### config.mk
export PLATFORM = sky130hd
export DESIGN_NAME = arashi_dispatch
export DESIGN_NICKNAME = d
export VERILOG_FILES = /design/src/rtl/arashi_pkg.sv /design/src/rtl/arashi_thread_fifo.sv /design/src/rtl/arashi_dispatch.sv
export SDC_FILE = /design/constraint.sdc
export NUM_CORES = 1
export LEC_CHECK = 0
export CAP_MARGIN = 10
export CORE_MARGIN = 1
export CORE_UTILIZATION = 40
export DETAILED_ROUTE_END_ITERATION = 10
export PLACE_DENSITY = 0.71
export RECOVER_POWER = 25
export SYNTH_ARGS = -nofsm -noshare
export SYNTH_HDL_FRONTEND = slang
export SYNTH_SLANG_ARGS = --single-unit
export TNS_END_PERCENT = 30
### constraint.sdc
create_clock -name clk -period 2.8 [get_ports clk]
set_input_delay 0.56 -clock clk [delete_from_list [all_inputs] [get_ports clk]]
set_output_delay 0.56 -clock clk [all_outputs]
set_load 0.03 [all_outputs]
### src/rtl/arashi_pkg.sv
// Shared definitions for the arashi thread cache/arbiter and its return-path
// dispatcher: thread count derivation and the common word/thread-id types.
package arashi_pkg;

    localparam int ARASHI_DATA_WIDTH       = 32;
    localparam int ARASHI_THREAD_NUM_WIDTH = 2;
    localparam int ARASHI_DEPTH_WIDTH      = 1;

    // Number of threads addressed by a thread id of the given width.
    function automatic int thread_count(input int tid_width);
        return 1 << tid_width;
    endfunction

    localparam int ARASHI_THREAD_NUM = thread_count(ARASHI_THREAD_NUM_WIDTH);

    typedef logic [ARASHI_THREAD_NUM_WIDTH-1:0] tid_t;
    typedef logic [ARASHI_DATA_WIDTH-1:0]       data_t;

endpackage

### src/rtl/arashi_thread_fifo.sv
// Small per-thread FIFO. The head word is read straight from the storage
// array so a word pushed into an empty FIFO is visible on the next cycle.
// A full FIFO never accepts a push, even when popped in the same cycle.
module arashi_thread_fifo
    import arashi_pkg::*;
#(
    parameter int DATA_WIDTH  = ARASHI_DATA_WIDTH,
    parameter int DEPTH_WIDTH = ARASHI_DEPTH_WIDTH
) (
    input  logic                  clk,
    input  logic                  rstn,
    input  logic                  push,
    input  logic [DATA_WIDTH-1:0] push_data,
    input  logic                  pop,
    output logic                  full,
    output logic                  empty,
    output logic [DATA_WIDTH-1:0] head_data
);

    localparam int DEPTH = 1 << DEPTH_WIDTH;

    logic [DEPTH_WIDTH-1:0] wr_ptr_q, wr_ptr_d;
    logic [DEPTH_WIDTH-1:0] rd_ptr_q, rd_ptr_d;
    logic [DEPTH_WIDTH:0]   count_q,  count_d;
    logic                   push_ok;
    logic                   pop_ok;

    // Word storage; deliberately not reset, only pointers/count are.
    logic [DATA_WIDTH-1:0]  store_q [DEPTH];

    assign full      = (count_q == (DEPTH_WIDTH+1)'(DEPTH));
    assign empty     = (count_q == '0);
    assign head_data = store_q[rd_ptr_q];

    // Pointer and occupancy update; push is judged on the pre-pop count.
    always_comb begin
        push_ok  = push & ~full;
        pop_ok   = pop & ~empty;
        wr_ptr_d = wr_ptr_q;
        rd_ptr_d = rd_ptr_q;
        count_d  = count_q;
        if (push_ok) begin
            wr_ptr_d = wr_ptr_q + 1'b1;
        end
        if (pop_ok) begin
            rd_ptr_d = rd_ptr_q + 1'b1;
        end
        case ({push_ok, pop_ok})
            2'b10:   count_d = count_q + 1'b1;
            2'b01:   count_d = count_q - 1'b1;
            default: count_d = count_q;
        endcase
    end

    // Control state register with synchronous active-low clear.
    always_ff @(posedge clk) begin
        if (!rstn) begin
            wr_ptr_q <= '0;
            rd_ptr_q <= '0;
            count_q  <= '0;
        end else begin
            wr_ptr_q <= wr_ptr_d;
            rd_ptr_q <= rd_ptr_d;
            count_q  <= count_d;
        end
    end

    // Storage write at the current write pointer.
    always_ff @(posedge clk) begin
        if (push_ok) begin
            store_q[wr_ptr_q] <= push_data;
        end
    end

endmodule

### src/rtl/arashi_dispatch.sv
// Return-path dispatcher: demultiplexes one tagged memory response stream
// into per-thread FIFOs, each drained by its own valid/ready consumer.
// Backpressure for the addressed thread is presented on mem_ready.
module arashi_dispatch
    import arashi_pkg::*;
#(
    parameter int DATA_WIDTH       = ARASHI_DATA_WIDTH,
    parameter int THREAD_NUM_WIDTH = ARASHI_THREAD_NUM_WIDTH,
    parameter int DEPTH_WIDTH      = ARASHI_DEPTH_WIDTH,
    parameter int THREAD_NUM       = thread_count(THREAD_NUM_WIDTH)
) (
    input  logic                             clk,
    input  logic                             rstn,
    input  logic                             mem_valid,
    input  logic [THREAD_NUM_WIDTH-1:0]      mem_tid,
    input  logic [DATA_WIDTH-1:0]            mem_data,
    output logic                             mem_ready,
    input  logic [THREAD_NUM-1:0]            t_ready,
    output logic [THREAD_NUM-1:0]            t_valid,
    output logic [DATA_WIDTH*THREAD_NUM-1:0] data_out,
    output logic                             busy
);

    logic [THREAD_NUM-1:0] full_vec;
    logic [THREAD_NUM-1:0] empty_vec;
    logic [THREAD_NUM-1:0] push_vec;
    logic                  accept;

    // Readiness depends only on the addressed thread's registered count.
    always_comb begin
        mem_ready = ~full_vec[mem_tid];
        accept    = mem_valid & mem_ready;
    end

    // Activity flag derived purely from registered FIFO state.
    always_comb begin
        busy    = |(~empty_vec);
        t_valid = ~empty_vec;
    end

    for (genvar gi = 0; gi < THREAD_NUM; gi++) begin : g_thread
        assign push_vec[gi] = accept & (mem_tid == THREAD_NUM_WIDTH'(gi));

        arashi_thread_fifo #(
            .DATA_WIDTH  (DATA_WIDTH),
            .DEPTH_WIDTH (DEPTH_WIDTH)
        ) u_fifo (
            .clk       (clk),
            .rstn      (rstn),
            .push      (push_vec[gi]),
            .push_data (mem_data),
            .pop       (t_ready[gi]),
            .full      (full_vec[gi]),
            .empty     (empty_vec[gi]),
            .head_data (data_out[DATA_WIDTH*gi +: DATA_WIDTH])
        );
    end

endmodule

# Word level (Yosys, flattened, before mapping)
# Memory sizes are Yosys's and may differ from the RTL's. A register that Yosys moved wholly into a read port is not among the register bits.
# Cells that the tools add are included.
word_totals:
  output_inout_bits: 134
  inputBits: 41
  ramBits: 256
  memories: 4
  elab_cells: 103
  register_bits: 16
mem_list:
  columns: ["memory", "words", "width", "read_ports", "rd_ports_with_merged_regs", "write_ports", "line_no", "rtl"]
  rows:
  - ["g_thread[0].u_fifo.store_q", 2, 32, 1, 1, 1, "arashi_thread_fifo.sv:29", "logic [DATA_WIDTH-1:0] store_q [DEPTH];"]
  - ["g_thread[1].u_fifo.store_q", 2, 32, 1, 1, 1, "arashi_thread_fifo.sv:29", null]
  - ["g_thread[2].u_fifo.store_q", 2, 32, 1, 1, 1, "arashi_thread_fifo.sv:29", null]
  - ["g_thread[3].u_fifo.store_q", 2, 32, 1, 1, 1, "arashi_thread_fifo.sv:29", null]
classes:
  n_reduce_logical: 10
  bitwise_logic: 23
  n_addsub: 16
  n_mux: 22
  eq_ne: 15
  order_cmp: 1
op_table:
  columns: ["operator", "count"]
  rows:
  - ["$eq A2 B2 Y1 const B", 10]
  - ["$mux W1", 17]
  - ["$pmux W2 S2", 4]
  - ["$and A1 B1 Y1", 13]
  - ["$eq A2 B1 Y1 const B", 5]
  - ["$logic_not A2 Y1", 5]
  - ["$not A1 Y1", 9]
  - ["$add A1 B1 Y1 const B", 8]
  - ["$add A2 B1 Y2 const B", 4]
  - ["$reduce_bool A2 Y1", 4]
  - ["$sub A2 B1 Y2 const B", 4]
  - ["$not A4 Y4", 1]
  - ["$reduce_or A4 Y1", 1]
  - ["$lt A2 B3 Y1 const B", 1]
  - ["$bmux W1 S2", 1]

# Depth between registers and ports, before layout
# Gate-level depths: netlist of the first run.
depth:
  ltp_word: 9
  mapped_depth: 7
  mapped_depth_nobuf: 6

# Hierarchy
# A second synthesis of the first run with hierarchy kept.
unflattened:
  hier_cells: 516
  area_unflattened_um2: 10234.8
modules_own_cells:
  columns: ["mod", "seq_area_each_um2", "n_inst", "area_each_um2", "cells_each"]
  rows:
  - ["arashi_thread_fifo", 2021.9, 4, 2537.4, 126]
  - ["arashi_dispatch", 0.0, 1, 85.1, 12]

# Least setup slack after synthesis of the first run
# Ideal clock, no wire load.
synth_path:
  path_type: "input port to flip-flop"
  start: "input mem_tid[0]"
  end: "memory g_thread[0].u_fifo.store_q[0][0] (netlist name) (enable)"
  arrival_time_ps: 2577
  required_time_ps: 2379
  cell_stages: 3
  setup_slack_ps: -199
  setup_time_ps: 421
  n_path_buf: 1
  path_cell_list: "or4b_1 > buf_2 > nor2_1"
synth_between:
  elab_chain_cells: 8
  word_cells_on_any_way: 9
  classes_between: "mux: 4; bitwise: 4; reduce/logical: 1"
synth_rtl:
  columns: ["element", "line_no", "rtl"]
  rows:
  - ["from (decl)", "arashi_dispatch.sv:15", "input logic [THREAD_NUM_WIDTH-1:0] mem_tid,"]
  - ["$bmux W1 S2", "arashi_dispatch.sv:31", "mem_ready = ~full_vec[mem_tid];"]
  - ["$mux W1 (implied by the code)", "arashi_dispatch.sv:31", null]
  - ["$not A1 Y1", "arashi_dispatch.sv:31", null]
  - ["$and A1 B1 Y1", "arashi_dispatch.sv:32", "accept = mem_valid & mem_ready;"]
  - ["$and A1 B1 Y1 (*)", "arashi_dispatch.sv:42", "assign push_vec[gi] = accept & (mem_tid == THREAD_NUM_WIDTH'(gi));"]
  - ["$and A1 B1 Y1 (*)", "arashi_thread_fifo.sv:37", "push_ok = push & ~full;"]
  - ["$mux W1 (*)", "arashi_thread_fifo.sv:70", "if (push_ok) begin"]
  - ["$mux W1 (implied by the code) (*)", "arashi_thread_fifo.sv:71", "store_q[wr_ptr_q] <= push_data;"]
  - ["to (decl)", "arashi_thread_fifo.sv:29", null]
# Every way passes the cells marked *; elsewhere a longest branch is shown, timed or not. The select of a mux whose other input is x is not followed.

==> results.md, run 1 <==
- IO Count: around 180
- Final wirelength: 21400 µm
- GRT Util Overall: 16.5%
- Layout area overhead: 33.0%
- Worst reg-to-reg setup slack: 0.83 ns
- CTS tree: built
- Vias in the first global route: 5539
- Largest vdd supply drop: 487 µV
- Worst Path Arrival: 2.19 ns
- #FFs+latches synth: 276
- Max Used Layer: met4
- Largest net degree at the start of global routing: 25
- ANT cells: 0
- CP bufs+invs: 2
- Via count: between 5k and 6k
- Hpwl dp: roughly 14000 µm
- Starting DRT DRC Count: 204
- Setup Crit Path Kind: register to output pin
- Vias/cell: between 4 and 5
- Hold_ws: 0.512 ns
- H-tree Lvls: 1
- RSZ-0062 raised after global routing: false
- Sink Count: 276
- Cells after synthesis: 510
- Pre-CTS WS: 0.156 ns
- PD cells: around 760 mW/mm²
- CTS Buffer Depth: 3
- Die W: 162 µm
- Synth area leader: edfxtp_1
- Fin crit share: around 98%
- Final setup violation count: 0
- Number of CTS-inserted buffers: 27
- Synthesized cell area: 0.0102 mm²
- Top-area cell type share of the netlist area: 75.4%
- Final antenna-violating net count: 0
- Worst Path Required: 2.24 ns
- Layout cells sized above 1: between 20% and 30%
- Leakage: ~4.5 nW
- Status: finished, final reports clean
- Tmin final: 2.75 ns
- Root buffer cell: clkbuf_16
- Slew Limit Fails: 0
- Avg Inst Size Synth: 20.0 µm²
- First-pass GRT wire length: roughly 33000 µm
- Slew @ Worst Pin: roughly 0.8 ns
- Met1 WL: 9060 µm
- Resized Gates After CTS: 2
- Critical path cell sequence: buf_12, mux2_2, clkdlybuf4s50_1
- YS warnings: 0
- I/O Buffers: around 170
- Die Height: 162 µm
- Hold WC Path Type: register to register
- Initial Util: 40.6%
- Initial antenna violation count: 1
- Fin worst setup slack: 0.0534 ns
- Core area: 0.0251 mm²
- Worst-path maximum fanout: 17
- Synth cell types: 26
- Routability cong.: between 0.8 and 0.9
- Slew HR: 47.8%
- Top cells by area, synth: edfxtp_1 (75%), mux2_2 (13%), dfxtp_1 (3.9%), xnor2_1 (1.0%), mux2_1 (0.88%)
- Remaining Overflow, GRT: 0
- Drt wl/cell: 19.9 µm
- Worst-skew pair later-pin latency: 0.53 ns
- Met2 WL: 10600 µm
- DRC Markers: 0
- Fmax achieved: around 360 MHz
- Syn_nets: 555
- Hold Violations, Final: 0
- Post-CTS Setup Bufs: 0
- Wire length on met3: roughly 1400 µm
- Total Power: slightly above 10 mW
- Sequential fraction of the synthesis area: between 70% and 80%
- Fill count: 1989
- CTS clk-pin slew, worst paths: approximately 0.060 ns
- First-pass DRT Iterations: 5
- Critical-path top delay cell: clkdlybuf4s50_1
- FP Rows: between 50 and 60
- Max-cap violations: 0
- Clock Skews: between 0.015 and 0.02 ns
- Delay-heaviest family, CP: buffers and inverters
- Max incr delay on CP: 0.60 ns
- Hold_buf cts: 0
- CP endpoint kind: output pin
- Nets@finish: 768
- CP startpoint kind: register
- DIE AREA: 0.0261 mm²
## final timing paths
kind	startpoint	end	cells past startpoint
worst max-delay path	register	data_out[84]	3
worst min-delay path	g_thread[2].u_fifo.wr_ptr_q$_SDFFE_PN0P_	g_thread[2].u_fifo.wr_ptr_q$_SDFFE_PN0P_	2
worst max register to register	g_thread[0].u_fifo.count_q[0]$_SDFFE_PN0P_	g_thread[0].u_fifo.count_q[1]$_SDFFE_PN0P_	5
worst min register to register	g_thread[2].u_fifo.wr_ptr_q$_SDFFE_PN0P_	g_thread[2].u_fifo.wr_ptr_q$_SDFFE_PN0P_	2
## cell type report
| cell class | instances | area, µm² | area share [%] |
|---|---|---|---|
| multi-input combinational | 209 | 2060 | 15.2 |
| inverter | 5 | 18.8 | 0.138 |
| timing repair buffer | 204 | 2090 | 15.4 |
| sequential | 276 | 8100 | 59.7 |
| clock buffer | 30 | 687 | 5.07 |
| clock inverter | 18 | 196 | 1.45 |
| tap | 330 | 413 | 3.05 |
## worst reg2reg max path: stages (launching register included)
cell	delay (ns)
dfxtp_1	0.43
nor2b_1	0.08
or4b_1	0.52
ha_1	0.34
or3_1	0.35
a21boi_0	0.17
## stage by stage
stage          TNS, ns  instances  instance area [µm²]  util [%]
2_1_floorplan   -15.89        510                10200         -
3_3_place_gp         0       1024                12700      50.5
3_5_place_dp         0       1024                12700      50.5
4_1_cts              0       1072                13600      54.0
5_1_grt              0       1072                13600      54.0
6_report             0       1072                13600      54.0
## cell usage after synthesis
| cell type | n |
|---|---|
| or4b_1 | 1 |
| nand3b_1 | 1 |
| nand4b_1 | 1 |
| edfxtp_1 | 256 |
| dfxtp_1 | 20 |
| mux2_1 | 8 |
| o2111ai_1 | 1 |
| buf_2 | 13 |
| o211ai_1 | 1 |
| ha_1 | 4 |
| or3_1 | 5 |
| o21ai_0 | 5 |
| nand2b_1 | 1 |
| inv_1 | 5 |
| mux2i_1 | 4 |
| nor2_1 | 8 |
| nand2_1 | 9 |
| or2_2 | 4 |
| clkbuf_1 | 7 |
| o21a_1 | 4 |
| and2_1 | 4 |
| a21boi_0 | 4 |
| nor2b_1 | 10 |
| mux2_2 | 121 |
| or4_1 | 1 |
| xnor2_1 | 12 |
## layer usage
layer	track usage, %	vias to the layer above
met4	3.86	0
li1	-	2396
met2	28.2	152
met1	21.2	2615
met3	4.06	31
met5	0	-
## layout by cell type (no fill, tap or decap), types with 2 or more instances in the layout
cell               n
dlygate4sd3_1     21
clkdlybuf4s50_1  151
clkbuf_16         27
inv_1              5
bufinv_16          4
or2_2              4
buf_4             21
nor2_4             8
clkbuf_1           3
a21boi_0           4
clkinv_2           4
buf_12            10
mux2_2           121
o21ai_0            5
nand2_1            9
dfxtp_1           16
nor2b_1           10
o21a_1             4
clkinv_1           6
and2_1             4
xnor2_1           12
ha_1               4
mux2i_1            4
clkinv_4           2
edfxtp_1         256
or3_1              5
dfxtp_2            3
mux2_1             8
## where the power goes
part | switching [mW] | internal [mW]
sequential | 0.0768 | 4.65
clock | 1.44 | 2.13
combinational | 1.12 | 0.898
## state kept, by name (all words and copies together) (netlist names), named ones only
name / flops
g_thread.u_fifo.count_q: 8
g_thread.u_fifo.rd_ptr_q: 4
g_thread.u_fifo.store_q: 256
g_thread.u_fifo.wr_ptr_q: 4
## cells by family (layout without fill, tap and decap cells)
logic type,Yosys count,count (layout),synth area share [%]
and+or+nand+nor,45,45,2.43
xor gates and xnor gates,12,12,1.03
AOI/OAI and AO/OA,15,15,0.994
buffers and inverters,25,257,1.08
muxes,133,133,14.6
adders and majority gates,4,4,0.491
DFF,276,276,79.3
No activity file was read; power rests on OpenSTA's default activity.
==> inputs of run 2 (changes only) <==
--- a/config.mk
+++ b/config.mk
@@ -11,6 +11,7 @@
 export DETAILED_ROUTE_END_ITERATION = 10
 export PLACE_DENSITY = 0.71
 export RECOVER_POWER = 25
+export SKIP_LAST_GASP = 1
 export SYNTH_ARGS = -nofsm -noshare
 export SYNTH_HDL_FRONTEND = slang
 export SYNTH_SLANG_ARGS = --single-unit
==> constraint.sdc (replaced) <==
create_clock -name clk -period 2.8 [get_ports clk]
set_input_delay 0.56 -clock clk [delete_from_list [all_inputs] [get_ports clk]]
set_output_delay 0.56 -clock clk [all_outputs]
set_load 0.05 [all_outputs]
==> results.md, run 2 (same netlist as run 1, synthesis figures left out) <==
- Status: finished with violations
- Failing checks: negative setup slack
- Most common cell after layout, fill and taps aside: edfxtp_1
- Drt wl/cell: 20.1 µm (+0.81%)
- Layout cells sized above 1: 31.9% (+4.0 points)
- Clock Skews: 0.00748 ns (-0.0105 ns)
- First-pass GRT wire length: 32800 µm (+0.76%)
- Hold_buf cts: 0 (unchanged)
- Setup Crit Path Kind: register to output pin
- Worst-skew pair later-pin latency: 0.53 ns (about the same)
- Layout area overhead: 32.6%
- Hold_ws: 0.524 ns (+0.0118 ns)
- Nets@finish: 766 (-0.26%)
- Vias/cell: 4.84 (about the same)
- FP Rows: 58 (unchanged)
- Fmax achieved: 356 MHz (-2.1%)
- IO Count: 175 (unchanged)
- PD cells: 801 mW/mm² (+5.2%)
- I/O Buffers: 174 (unchanged)
- Root buffer cell: clkbuf_16
- Max-cap violations: 0 (unchanged)
- HP Start: g_thread[1].u_fifo.wr_ptr_q$_SDFFE_PN0N_
- Largest net degree at the start of global routing: 25 (unchanged)
- ANT cells: 0 (unchanged)
- TNS Setup: -0.00552 ns (-0.00552 ns)
- Worst Path Arrival: 2.25 ns (+0.06 ns)
- Fin worst setup slack: -0.00552 ns (-0.0589 ns)
- Final setup violation count: 1 (+1)
- CTS Buffer Depth: 3 (unchanged)
- Top reg by flops: g_thread.u_fifo.store_q
- Largest vdd supply drop: 477 µV (-2.0%)
- Slew @ Worst Pin: 0.729 ns (-0.0518 ns)
- Routability cong.: 0.795 (-2.3%)
- CP endpoint kind: output pin
- Via count: 5196 (+0.039%)
- Die Height: 162 µm (unchanged)
- Final wirelength: 21600 µm (+0.90%)
- Worst Path Required: 2.24 ns (about the same)
- Core area: 0.0251 mm² (unchanged)
- GRT Util Overall: 16.7% (+0.19 points)
- CTS clk-pin slew, worst paths: 0.06 ns (about the same)
- Vias in the first global route: 5640 (+1.8%)
- Fill count: 1992 (+0.15%)
- RR Startpoint: g_thread[0].u_fifo.count_q[0]$_SDFFE_PN0P_
- Commonest non-fill, non-tap cells in the layout: edfxtp_1 (256), mux2_2 (121), clkdlybuf4s50_1 (81)
- CTS tree: built
- Initial antenna violation count: 0 (-1)
- Slew HR: 51.2% (+3.5 points)
- Final core occ: 53.8% (-0.14 points)
- DIE AREA: 0.0261 mm² (unchanged)
- Tmin final: 2.81 ns (+0.0589 ns)
- Sink Count: 276 (unchanged)
- Leakage: 4.73 nW (+5.7%)
- H-tree Lvls: 1 (unchanged)
- Starting DRT DRC Count: 286 (+40%)
- Largest regs: g_thread.u_fifo.store_q x256, g_thread.u_fifo.count_q x8
- Hold Violations, Final: 0 (unchanged)
- Final antenna-violating net count: 0 (unchanged)
- Initial Util: 40.6% (unchanged)
- Slew Limit Fails: 0 (unchanged)
- RSZ-0062 raised after global routing: true
- First-pass DRT Iterations: 4 (-1)
- Fin crit share: 100% (+2.1 points)
- Number of CTS-inserted buffers: 28 (+3.7%)
- CP startpoint kind: register
- Largest register FFs: 256 (unchanged)
- Hpwl dp: 14400 µm (about the same)
- Die W: 162 µm (unchanged)
- DRC Markers: 0 (unchanged)
- Hold WC Path Type: register to register
- Remaining Overflow, GRT: 0 (unchanged)
- Worst-path maximum fanout: 17 (unchanged)
[run 2: layer usage]
layer	wire (µm)	track usage, %	part of all wire, %	up-vias
li1	-	-	-	2394
met1	9010	21.4	42	2637
met2	10700	28.2	50	140
met3	1470	4.42	6.8	25
met4	359	4.25	1.7	0
met5	0	0	0	-
[run 2: where the power goes]
group          internal, mW  total [mW]  switching (mW)
clock network          2.26        3.74            1.48
logic                 0.849        2.35            1.50
registers              4.65        4.74          0.0923
total                  7.76        10.8            3.07
[run 2: layout make-up]
cell class / count / area, µm² / share of cell area (%)
Clock buffer: 36 / 752 / 5.56
Timing Repair Buffer: 201 / 2000 / 14.8
Inverter: 5 / 18.8 / 0.139
Multi-Input combinational cell: 209 / 2060 / 15.2
Tap cell: 330 / 413 / 3.05
Sequential cell: 276 / 8090 / 59.9
Clock inverter: 16 / 184 / 1.36
[run 2: timing repair]
item / CTS / global route
resized for setup: 19 / 21
setup buffers: 0 / 0
setup endpoints to repair: 64 / 71
[run 2: stage by stage]
stage | area [µm²] | power [mW] | worst slack (ns) | cells
floorplan | 10200 | 6.40 | -0.199 | 510
global placement | 12600 | 7.21 | 0.213 | 1021
detailed placement | 12600 | 7.24 | 0.139 | 1021
CTS | 13500 | 10.9 | -0.102 | 1073
global route | 13500 | 11.2 | -0.0467 | 1073
finish | 13500 | 10.8 | -0.00552 | 1073
[run 2: worst max-delay path: stages (launching register included)]
cell	delay (ns)
dfxtp_2	0.33
buf_4	0.28
mux2_2	0.38
clkdlybuf4s50_1	0.71
[run 2: path summary, 6_finish.rpt]
kind / end / depth (start not counted) / slack, ns
max reg2reg: g_thread[0].u_fifo.count_q[1]$_SDFFE_PN0P_ / 5 / 0.83
min reg2reg: g_thread[1].u_fifo.wr_ptr_q$_SDFFE_PN0N_ / 2 / 0.52
max: data_out[112] / 3 / -0.006
min: g_thread[1].u_fifo.wr_ptr_q$_SDFFE_PN0N_ / 2 / 0.52
==> inputs of run 3 (changes only) <==
--- a/config.mk
+++ b/config.mk
@@ -5,9 +5,11 @@
 export SDC_FILE = /design/constraint.sdc
 export NUM_CORES = 1
 export LEC_CHECK = 0
+export ABC_AREA = 1
 export CAP_MARGIN = 10
 export CORE_MARGIN = 1
 export CORE_UTILIZATION = 40
+export CTS_BUF_LIST = sky130_fd_sc_hd__clkbuf_4 sky130_fd_sc_hd__clkbuf_8 sky130_fd_sc_hd__clkbuf_16
 export DETAILED_ROUTE_END_ITERATION = 10
 export PLACE_DENSITY = 0.71
 export RECOVER_POWER = 25
==> results.md, run 3 <==
- Slew @ Worst Pin: 0.620 ns (-0.109 ns)
- Syn_nets: 586 (+5.6%)
- Layout area overhead: 29.7%
- Largest register FFs: 256 (unchanged)
- Fraction of registers with async set/reset: 0% (unchanged)
- First-pass GRT wire length: 30800 µm (-6.0%)
- Hold_buf cts: 0 (unchanged)
- Synth area leader: edfxtp_1
- Remaining Overflow, GRT: 0 (unchanged)
- Post-synth top cells: edfxtp_1 (256), mux2_2 (69), mux2_1 (59)
- Commonest non-fill, non-tap cells in the layout: edfxtp_1 (256), buf_4 (104), mux2_2 (69)
- Top reg by flops: g_thread.u_fifo.store_q
- Routability cong.: 0.778 (-2.1%)
- Via count: 5225 (+0.56%)
- Hpwl dp: 13300 µm (-7.4%)
- Synth cell types: 20 (-23%)
- Nets@finish: 790 (+3.1%)
- Hold Violations, Final: 0 (unchanged)
- Critical path cell sequence: buf_12, mux2_2, clkdlybuf4s50_1
- Hold_ws: 0.455 ns (-0.0684 ns)
- IO Count: 175 (unchanged)
- First-pass DRT Iterations: 4 (unchanged)
- Fin worst setup slack: 0.0416 ns (+0.0471 ns)
- Worst Path Required: 2.24 ns (about the same)
- Worst r2r path cells: 10 (+5)
- Core area: 0.0251 mm² (unchanged)
- Placed inst area: 0.0123 mm² (-1.7%)
- CTS clk-pin slew, worst paths: 0.06 ns (about the same)
- Fmax achieved: 363 MHz (+1.7%)
- Cells after synthesis: 541 (+6.1%)
- Worst Path Arrival: 2.20 ns (-0.05 ns)
- Met2 WL: 10200 µm (-5.3%)
- H-tree Lvls: 1 (unchanged)
- HP Start: g_thread[0].u_fifo.rd_ptr_q$_SDFFE_PN0P_
- DRC Markers: 0 (unchanged)
- I/O Buffers: 174 (unchanged)
- TNS Setup: 0 ns (+0.00552 ns)
- Wire length on met3: 1120 µm (-24%)
- #FFs+latches synth: 276 (unchanged)
- Critical-path top delay cell: clkdlybuf4s50_1
- WHS Path Cells: 1 (-1)
- ANT cells: 0 (unchanged)
- Clock Skews: 0.00781 ns (+0.000335 ns)
- CTS Buffer Depth: 3 (unchanged)
- Final antenna-violating net count: 0 (unchanged)
- CP endpoint kind: output pin
- CP bufs+invs: 2 (unchanged)
- Pre-CTS WS: 0.156 ns (+0.0169 ns)
- Placed insts: 1045 (+2.4%)
- YS warnings: 0 (unchanged)
- Tmin final: 2.76 ns (-0.0471 ns)
- Sink Count: 276 (unchanged)
- Top-area cell type share of the netlist area: 75.3% (-0.12 points)
- Root buffer cell: clkbuf_16
- Reg-to-reg endpoint: g_thread[0].u_fifo.count_q[1]$_SDFFE_PN0P_
- Max Used Layer: met4
- Setup Crit Path Kind: register to output pin
- Hold WC Path Type: register to register
- Starting DRT DRC Count: 297 (+3.8%)
- Most numerous cell in the Yosys netlist: edfxtp_1
- Sequential fraction of the synthesis area: 79.2% (-0.13 points)
- Final Instance Area: 0.0132 mm² (-2.0%)
- Die Height: 162 µm (about the same)
- Layout cells sized above 1: 33.6% (+1.7 points)
- Final core occ: 52.7% (-1.1 points)
- RSZ-0062 raised after global routing: true
- Total Power: 9.80 mW (-9.5%)
- Leakage: 4.69 nW (-0.90%)
- Max incr delay on CP: 0.71 ns (about the same)
- RR Startpoint: g_thread[1].u_fifo.count_q[0]$_SDFFE_PN0P_
- Synthesized cell area: 0.0102 mm² (+0.16%)
- FP Rows: 58 (unchanged)
- CP startpoint kind: register
- Max-cap violations: 0 (unchanged)
- Top cells by area, synth: edfxtp_1 (75%), mux2_2 (7.6%), mux2_1 (6.5%), dfxtp_1 (3.9%), a21oi_1 (0.98%)
- Slew Limit Fails: 0 (unchanged)
- Met1 WL: 9290 µm (+3.1%)
- EDFF count, synth: 256 (unchanged)
- Resized Gates After CTS: 2 (-17)
- Delay-heaviest family, CP: buffers and inverters
- Die W: 162 µm (about the same)
- Fin cells: 1097 (+2.2%)
- Worst-skew pair later-pin latency: 0.52 ns (about the same)
- Number of CTS-inserted buffers: 28 (unchanged)
- Largest regs: g_thread.u_fifo.store_q x256, g_thread.u_fifo.count_q x8
- Avg Inst Size Synth: 18.9 µm² (-5.6%)
- Worst-path maximum fanout: 32 (+15)
- Final wirelength: 20800 µm (-3.5%)
- Hold Path End: g_thread[0].u_fifo.rd_ptr_q$_SDFFE_PN0P_
- PD cells: 740 mW/mm² (-7.6%)
- Primary FF master, synth: edfxtp_1
- Slew HR: 58.6% (+7.3 points)
- Fin crit share: 98.5% (-1.7 points)
- Drt wl/cell: 19.0 µm (-5.6%)
- CTS tree: built
- Largest vdd supply drop: 404 µV (-15%)
- Worst reg-to-reg setup slack: 0.93 ns (+0.10 ns)
- Most common cell after layout, fill and taps aside: edfxtp_1
- GRT Util Overall: 15.6% (-1.1 points)
- Status: finished, final reports clean
- DIE AREA: 0.0262 mm² (+0.16%)
- Largest net degree at the start of global routing: 33 (+32%)
- Vias in the first global route: 5287 (-6.3%)
- Initial antenna violation count: 0 (unchanged)
- Vias/cell: 4.76 (-1.6%)
- Final setup violation count: 0 (-1)
- Post-CTS Setup Bufs: 0 (unchanged)
- Initial Util: 40.7% (+0.065 points)
==> run 3: power breakdown <==
part	leakage, nW	switching, mW	total, mW	internal [mW]
Clock	0.458	1.40	3.51	2.11
Combinational	1.74	1.06	1.59	0.529
Sequential	2.49	0.0730	4.70	4.63
Total	4.69	2.53	9.80	7.27
==> run 3: logic make-up after synthesis <==
family,count (synthesis),synth area share [%]
muxes,128,14.1
adders and majority gates,4,0.490
and+or+nand+nor,48,2.46
AOI/OAI and AO/OA,36,1.76
DFF,276,79.2
buffers and inverters,49,1.96
==> run 3: worst max-delay path by stage <==
| stage | depth (start not counted) | start | slack, ns | to |
|---|---|---|---|---|
| after floorplan | 7 | mem_tid[1] | -0.21 | g_thread[2].u_fifo.store_q[0][0]$_DFFE_PP_ |
| after global placement | 11 | mem_tid[0] | 0.23 | g_thread[2].u_fifo.count_q[1]$_SDFFE_PN0P_ |
| after detailed placement | 11 | mem_tid[0] | 0.16 | g_thread[1].u_fifo.count_q[1]$_SDFFE_PN0P_ |
| after CTS | 3 | register | -0.01 | data_out[32] |
| after global routing | 3 | register | -0.02 | data_out[44] |
| final | 3 | register | 0.04 | data_out[44] |
==> run 3: area by class of cell <==
type / instances / area, µm²
sequential: 276 / 8090
fill: 2040 / 11900
clock buffer: 48 / 875
tap: 330 / 413
inverter: 31 / 116
clock inverter: 4 / 17.5
timing repair buffer: 192 / 1780
multi-input combinational: 216 / 1950
==> run 3: worst reg2reg max path, delay by kind of cell (launching register included) <==
family | cells | cell delay, ns
compound gates | 4 | 0.44
fa+ha+maj | 1 | 0.35
simple gates | 5 | 0.59
flops | 1 | 0.38
==> run 3: metal layers <==
metal	vias up	global-route usage (%)
met5	-	0
met4	0	3.04
met3	23	3.04
met2	146	26.5
met1	2607	21.0
li1	2449	-
